File: config.mk
export PLATFORM = sky130hd
export DESIGN_NAME = issue_select
export DESIGN_NICKNAME = d
export VERILOG_FILES = /design/src/rtl/issue_select.sv
export SDC_FILE = /design/constraint.sdc
export NUM_CORES = 1
export LEC_CHECK = 0
export ABC_AREA = 1
export BUFFER_PORTS_ARGS = -buffer_cell sky130_fd_sc_hd__buf_2
export CAP_MARGIN = 20
export CORE_UTILIZATION = 30
export CTS_CLUSTER_DIAMETER = 120
export CTS_CLUSTER_SIZE = 25
export DETAILED_ROUTE_END_ITERATION = 8
export PLACE_DENSITY = 0.73
export SYNTH_ARGS = -nofsm -noshare
export SYNTH_HDL_FRONTEND = slang
export SYNTH_SLANG_ARGS = --single-unit
File: constraint.sdc
create_clock -name clk -period 1.3 [get_ports clk]
set_input_delay 0.13 -clock clk [delete_from_list [all_inputs] [get_ports clk]]
set_output_delay 0.13 -clock clk [all_outputs]
set_load 0.02 [all_outputs]
File: src/rtl/issue_select.sv
// issue_select: wakes queued ops from a result-tag broadcast, dequeues the oldest ready one
// and holds it in an output register that feeds one FU with a configurable initiation interval.
module issue_select #(
   parameter int N_ENTRIES     = 4,
   parameter int TAG_WIDTH     = 3,
   parameter int PAYLOAD_WIDTH = 4,
   parameter int ISSUE_II      = 1,
   localparam int ENTRY_WIDTH  = PAYLOAD_WIDTH + 2*TAG_WIDTH + 2
) (
   input  logic                             clk,
   input  logic                             rst_aL,
   input  logic                             flush,
   input  logic [N_ENTRIES-1:0]             entry_valid,
   input  logic [N_ENTRIES*ENTRY_WIDTH-1:0] entry_douts,
   input  logic                             deq_valid,
   input  logic [ENTRY_WIDTH-1:0]           deq_data,
   output logic                             deq_ready,
   output logic [N_ENTRIES-1:0]             deq_sel_onehot,
   output logic [N_ENTRIES-1:0]             wr_en,
   output logic [N_ENTRIES*ENTRY_WIDTH-1:0] wr_data,
   input  logic                             bcast_valid,
   input  logic [TAG_WIDTH-1:0]             bcast_tag,
   output logic                             issue_valid,
   output logic [ENTRY_WIDTH-1:0]           issue_data,
   input  logic                             issue_ready
);
   localparam int CW = $clog2(ISSUE_II + 1);
   localparam int R1 = TAG_WIDTH + 1;

   logic [N_ENTRIES-1:0] cand, m1, m2;
   logic [CW-1:0]        ii_ctr;
   logic                 can_accept, deq_fire;

   for (genvar g = 0; g < N_ENTRIES; g++) begin : g_ent
      logic [ENTRY_WIDTH-1:0] e;
      assign e        = entry_douts[g*ENTRY_WIDTH +: ENTRY_WIDTH];
      assign m1[g]    = entry_valid[g] & bcast_valid & ~e[R1] & (e[2*TAG_WIDTH+1:TAG_WIDTH+2] == bcast_tag);
      assign m2[g]    = entry_valid[g] & bcast_valid & ~e[0] & (e[TAG_WIDTH:1] == bcast_tag);
      // selection looks only at stored ready bits; a wakeup this cycle is visible next cycle
      assign cand[g]  = entry_valid[g] & e[R1] & e[0];
      assign wr_en[g] = (m1[g] | m2[g]) & ~(deq_fire & deq_sel_onehot[g]) & ~flush;
      assign wr_data[g*ENTRY_WIDTH +: ENTRY_WIDTH] =
         wr_en[g] ? (e | (ENTRY_WIDTH'(m1[g]) << R1) | ENTRY_WIDTH'(m2[g])) : '0;
   end

   assign deq_sel_onehot = cand & -cand;
   assign can_accept     = (ii_ctr == '0) & (~issue_valid | issue_ready);
   assign deq_ready      = |cand & can_accept & ~flush;
   assign deq_fire       = deq_ready & deq_valid;

   always_ff @(posedge clk or negedge rst_aL) begin
      if (!rst_aL) begin
         issue_valid <= 1'b0;
         issue_data  <= '0;
         ii_ctr      <= '0;
      end else if (flush) begin
         issue_valid <= 1'b0;
         ii_ctr      <= '0;
      end else if (deq_fire) begin
         issue_valid <= 1'b1;
         issue_data  <= deq_data;
         ii_ctr      <= CW'(ISSUE_II - 1);
      end else begin
         if (issue_valid & issue_ready) issue_valid <= 1'b0;
         if (ii_ctr != '0) ii_ctr <= ii_ctr - CW'(1);
      end
   end
endmodule

# Yosys cells after proc, flatten, opt, wreduce, memory -nomap -nowiden
# Index checks and enable logic that the tools add are counted.
word_totals:
  ff_bits: 14
  inputBits: 73
  word_cells: 100
  output_inout_bits: 70
op_classes:
  n_reduce_logical: 3
  add_sub_neg: 2
  eq_ne: 8
  muxes: 10
  n_bitwise: 74
ops:
  columns: ["op", "count"]
  rows:
  - ["$mux 12", 4]
  - ["$or 12x1->12", 4]
  - ["$or 12x5->12", 4]
  - ["$and 1x1->1", 45]
  - ["$eq 3x3->1", 8]
  - ["$not 1->1", 15]
  - ["$mux 1", 6]
  - ["$or 1x1->1", 5]
  - ["$and 4x4->4", 1]
  - ["$neg 4->4", 1]
  - ["$reduce_or 4->1", 1]
  - ["$reduce_bool 3->1", 1]
  - ["$reduce_and 2->1", 1]
  - ["$sub 1x1->1 const B", 1]

# Depth between registers and ports, before layout
logic_depth:
  depth_word: 11
  depth_mapped: 10

# Worst setup path after synthesis
# OpenSTA, ideal clock, no wires.
synth_path:
  path_kind: "register to register"
  startpoint: "register issue_valid"
  endpoint: "register issue_data[0]"
  path_slack_ns: 0.054
  synth_period_minus_slack_ns: 1.246
  setup_ns: 0.117
  arrival_ns: 1.129
  n_path_buf: 1
  stages_incl_launch_ff: 6
  t_required_ns: 1.183
  path_cell_list: "dfrtp_1 a21oi_1 nand3_2 buf_2 nand2_1 nand2_1"
synth_via:
  elab_chain_cells: 7
synth_rtl:
  columns: ["element", "line_no", "rtl"]
  rows:
  - ["from (decl)", "23", "output logic issue_valid,"]
  - ["from (signal assigned)", "53", "issue_valid <= 1'b0;"]
  - ["from (signal assigned)", "57", "issue_valid <= 1'b0;"]
  - ["from (signal assigned)", "60", "issue_valid <= 1'b1;"]
  - ["$not 1->1", "47", "assign can_accept = (ii_ctr == '0) & (~issue_valid | issue_ready);"]
  - ["$or 1x1->1", "47", null]
  - ["$and 1x1->1", "47", null]
  - ["$and 1x1->1 (2 in series)", "48", "assign deq_ready = |cand & can_accept & ~flush;"]
  - ["$and 1x1->1", "49", "assign deq_fire = deq_ready & deq_valid;"]
  - ["$reduce_and 2->1 (no source line)", null, null]
  - ["to (signal assigned)", "61", "issue_data <= deq_data;"]
  - ["to (decl)", "24", "output logic [ENTRY_WIDTH-1:0] issue_data,"]
# No other way between the ends.
# A chain may end at the register's enable or synchronous reset.

# Final worst setup path
layout_path:
  startpoint: "input port bcast_tag[1]"
  endpoint: "output port wr_data[46]"
layout_via:
  elab_chain_cells: 6
  word_cells_on_any_way: 8
  cone_classes: "eq/ne (2); mux (1); bitwise (5)"
layout_rtl:
  columns: ["element", "line_no", "rtl"]
  rows:
  - ["from (decl)", "22", "input logic [TAG_WIDTH-1:0] bcast_tag,"]
  - ["$eq 3x3->1 (on tied branches)", "37, 38", null]
  - ["$and 1x1->1 (on tied branches)", "37, 38", null]
  - ["$or 1x1->1 (*)", "41", "assign wr_en[g] = (m1[g] | m2[g]) & ~(deq_fire & deq_sel_onehot[g]) & ~flush;"]
  - ["$and 1x1->1 (*) (2 in series)", "41", null]
  - ["$mux 12 (*)", "43", "wr_en[g] ? (e | (ENTRY_WIDTH'(m1[g]) << R1) | ENTRY_WIDTH'(m2[g])) : '0;"]
  - ["to (decl)", "20", "output logic [N_ENTRIES*ENTRY_WIDTH-1:0] wr_data,"]
# Mark *: on every way between the ends. The rest lies on a longest branch, timed or not.

==> results_dict.tcl <==
set metrics [dict create \
    outcome "finished with violations" \
    violations "setup timing" \
    die_h_um 79.0 \
    cap_violations 0 \
    cts_buffer_depth 2 \
    area_growth_pct 86.1 \
    synthCells 314 \
    ant_nets 0 \
    ys_seq_area_share_pct 18.3 \
    rows 27 \
    finalCriticalPeriod_ns 1.32 \
    tightest_slew_ns 0.327 \
    clk_pin_slew_ns 0.05 \
    diodes 0 \
    avgViaCountPerCell 4.53 \
    critPathMaxStageDelay_ns 0.13 \
    cts_tree "yes" \
    syn_area_um2 1780 \
    fmax_mhz 759 \
    nets 563 \
    hpwlAfterDp_mm 4.91 \
    fp.dieW_um 79.0 \
    final_area_um2 3310 \
    dieArea_um2 6250 \
    grt-ovfl-total 0 \
    drive_above_1_share_pct 55.0 \
    hp-class "in -> reg" \
    cp_slowest_cell "nand2_4" \
    syn_area_per_cell_um2 5.67 \
    hold_viol_final 0 \
    grt_pass1_wl_mm 9.60 \
    rsz0062_at_grt "yes" \
    firstDrtPassIters 4 \
    crit_fanout 7 \
    antenna_found_initial 0 \
    drc 0 \
    coreArea_um2 5610 \
    mostFrequentLayoutCell "nand2_1" \
    max-vdd-ir-drop_mv 0.748 \
    worst_slack_ns -0.0169 \
    crit_path_start_kind "input pin" \
    initial_core_util_pct 31.7 \
    root_buffer "clkbuf_8" \
    placed_area_um2 2720 \
    syn_nets 387 \
    vias 2540 \
    final_cell_mix "106 x nand2_1, 98 x buf_2, 58 x inv_1, 48 x buf_4, 31 x nor2_2" \
    p_per_area_nw_per_um2 561 \
    finalSetupViolations 4 \
    slew_headroom_pct 78.2 \
    endpoint_kind "output pin" \
    fin_crit_sh_pct 101 \
    criticalPathCategory "in -> out" \
    grt_pass1_vias 2143 \
    skew_ns 0.00298 \
    path_buf_inv 3 \
    wl_per_cell_um 12.1 \
    crit_required_ns 1.17 \
    ys_ff_latch 13 \
    p_leak_uw 0.00202 \
    cp.arrival_ns 1.19 \
    grt_usage_pct 19.1 \
    fillers 520 \
    path_delay_family "simple AND/OR/NAND/NOR gates" \
    clock_sinks 13 \
    synth_cell_types 20 \
    synth_warnings 0 \
    cts_buffers 3 \
    ios 143 \
    cts_max_level 1 \
    insertion_delay_ns 0.24 \
    drv_slew 0 \
    detail_route.iter0.violations 92 \
    portBuffers 142 \
    gp_congestion 0.857 \
    grt_max_degree 14 \
    finalWirelength_mm 6.78 \
    crit_chain "buf_12 -> buf_8 -> nand2_1 -> nand2_1 -> nor2_2 -> nand2_2 -> nand2_4 -> nand2_8 -> nor2_2 -> buf_6" \
    p_total_uw 1860 \
]
per-layer routing:
layer / vias up / wire (um) / track usage, %
met2: 109 / 3580 / 34.1
li1: 1271 / - / -
met5: - / 0 / 0
met3: 9 / 432 / 2.64
met4: 0 / 63 / 2.73
met1: 1151 / 2700 / 24.8
final timing paths:
| path | startpoint | end | slack (ns) | depth (start not counted) |
|---|---|---|---|---|
| max | bcast_tag[1] | wr_data[46] | -0.02 | 10 |
| min | deq_data[0] | issue_data[0]$_DFFE_PN0P_ | 0.15 | 3 |
| max reg2reg | issue_valid$_DFFE_PN0P_ | issue_data[2]$_DFFE_PN0P_ | 0.06 | 4 |
| min reg2reg | issue_data[9]$_DFFE_PN0P_ | issue_data[9]$_DFFE_PN0P_ | 0.47 | 2 |
| max in group asynchronous | rst_aL | issue_data[4]$_DFFE_PN0P_ | 0.72 | 2 |
| min in group asynchronous | rst_aL | issue_valid$_DFFE_PN0P_ | 0.35 | 2 |
area by class of cell:
type / count / area (um^2) / share of cell area, %
flip-flops and latches: 13 / 325 / 9.82
inverters: 64 / 262 / 7.89
clock buffers: 4 / 45.0 / 1.36
repair buffers: 180 / 1270 / 38.2
well taps: 72 / 90.1 / 2.72
multi-input cells: 228 / 1330 / 40.0
tightest hold or removal path: cells and delay by family:
kind / cells / cell delay [ns]
and+or+nand+nor: 2 / 0.15
buffers and inverters: 1 / 0.07
Yosys cell counts:
cell type,instances,area [um^2]
nand2_1,116,435
nand3_1,8,40.0
nor2_1,25,93.8
nand2_4,1,11.3
a21oi_1,9,45.0
inv_1,61,229
clkbuf_1,1,3.75
nor2_2,33,206
buf_6,6,67.6
dfrtp_1,13,325
buf_12,1,20.0
nand2_2,9,56.3
nand4_1,12,75.1
buf_2,3,15.0
inv_6,1,8.76
nand3_2,1,10.0
o21ai_0,1,5.00
inv_4,2,12.5
buf_4,1,7.51
nor2_4,10,113
power by group:
group | total [uW] | switching, uW | leakage, uW | internal (uW)
logic | 968 | 581 | 0.00184 | 388
clock network | 358 | 142 | 0.0000228 | 216
registers | 534 | 41.6 | 0.000163 | 492
what timing repair did:
item / in CTS / in global routing
hold buffers: 1 / 0
setup buffers: 0 / 5
pin swaps: 5 / 12
resized for setup: 44 / 96
hold endpoints to repair: 13 / 0
cloned: 1 / 2
endpoints found under the setup margin: 52 / 54
cells by family (layout without fill, tap and decap cells):
group | after synthesis | after routing | synth area share [%]
AO/OA/AOI/OAI | 10 | 10 | 2.81
flip-flops | 13 | 13 | 18.3
buffers and inverters | 76 | 248 | 20.4
AND/OR/NAND/NOR | 215 | 218 | 58.5
state kept, by name, indices dropped and copies added, names as in the netlist:
signal / cells
issue_valid: 1
issue_data: 12
through the flow:
stage          hold WS (ns)  instances  setup slack [ns]  util (%)  setup TNS, ns
2_1_floorplan        -0.166        314            0.0543         -              0
5_1_grt               0.155        561           -0.0659      59.1          -1.11
3_3_place_gp         0.0279        548            -0.206      48.5          -7.14
6_report              0.145        561           -0.0169      59.1        -0.0248
3_5_place_dp         0.0333        548            -0.221      48.5          -8.92
4_1_cts               0.138        554           -0.0174      52.2        -0.0228
Note: power is estimated with default switching activity, not from simulation.
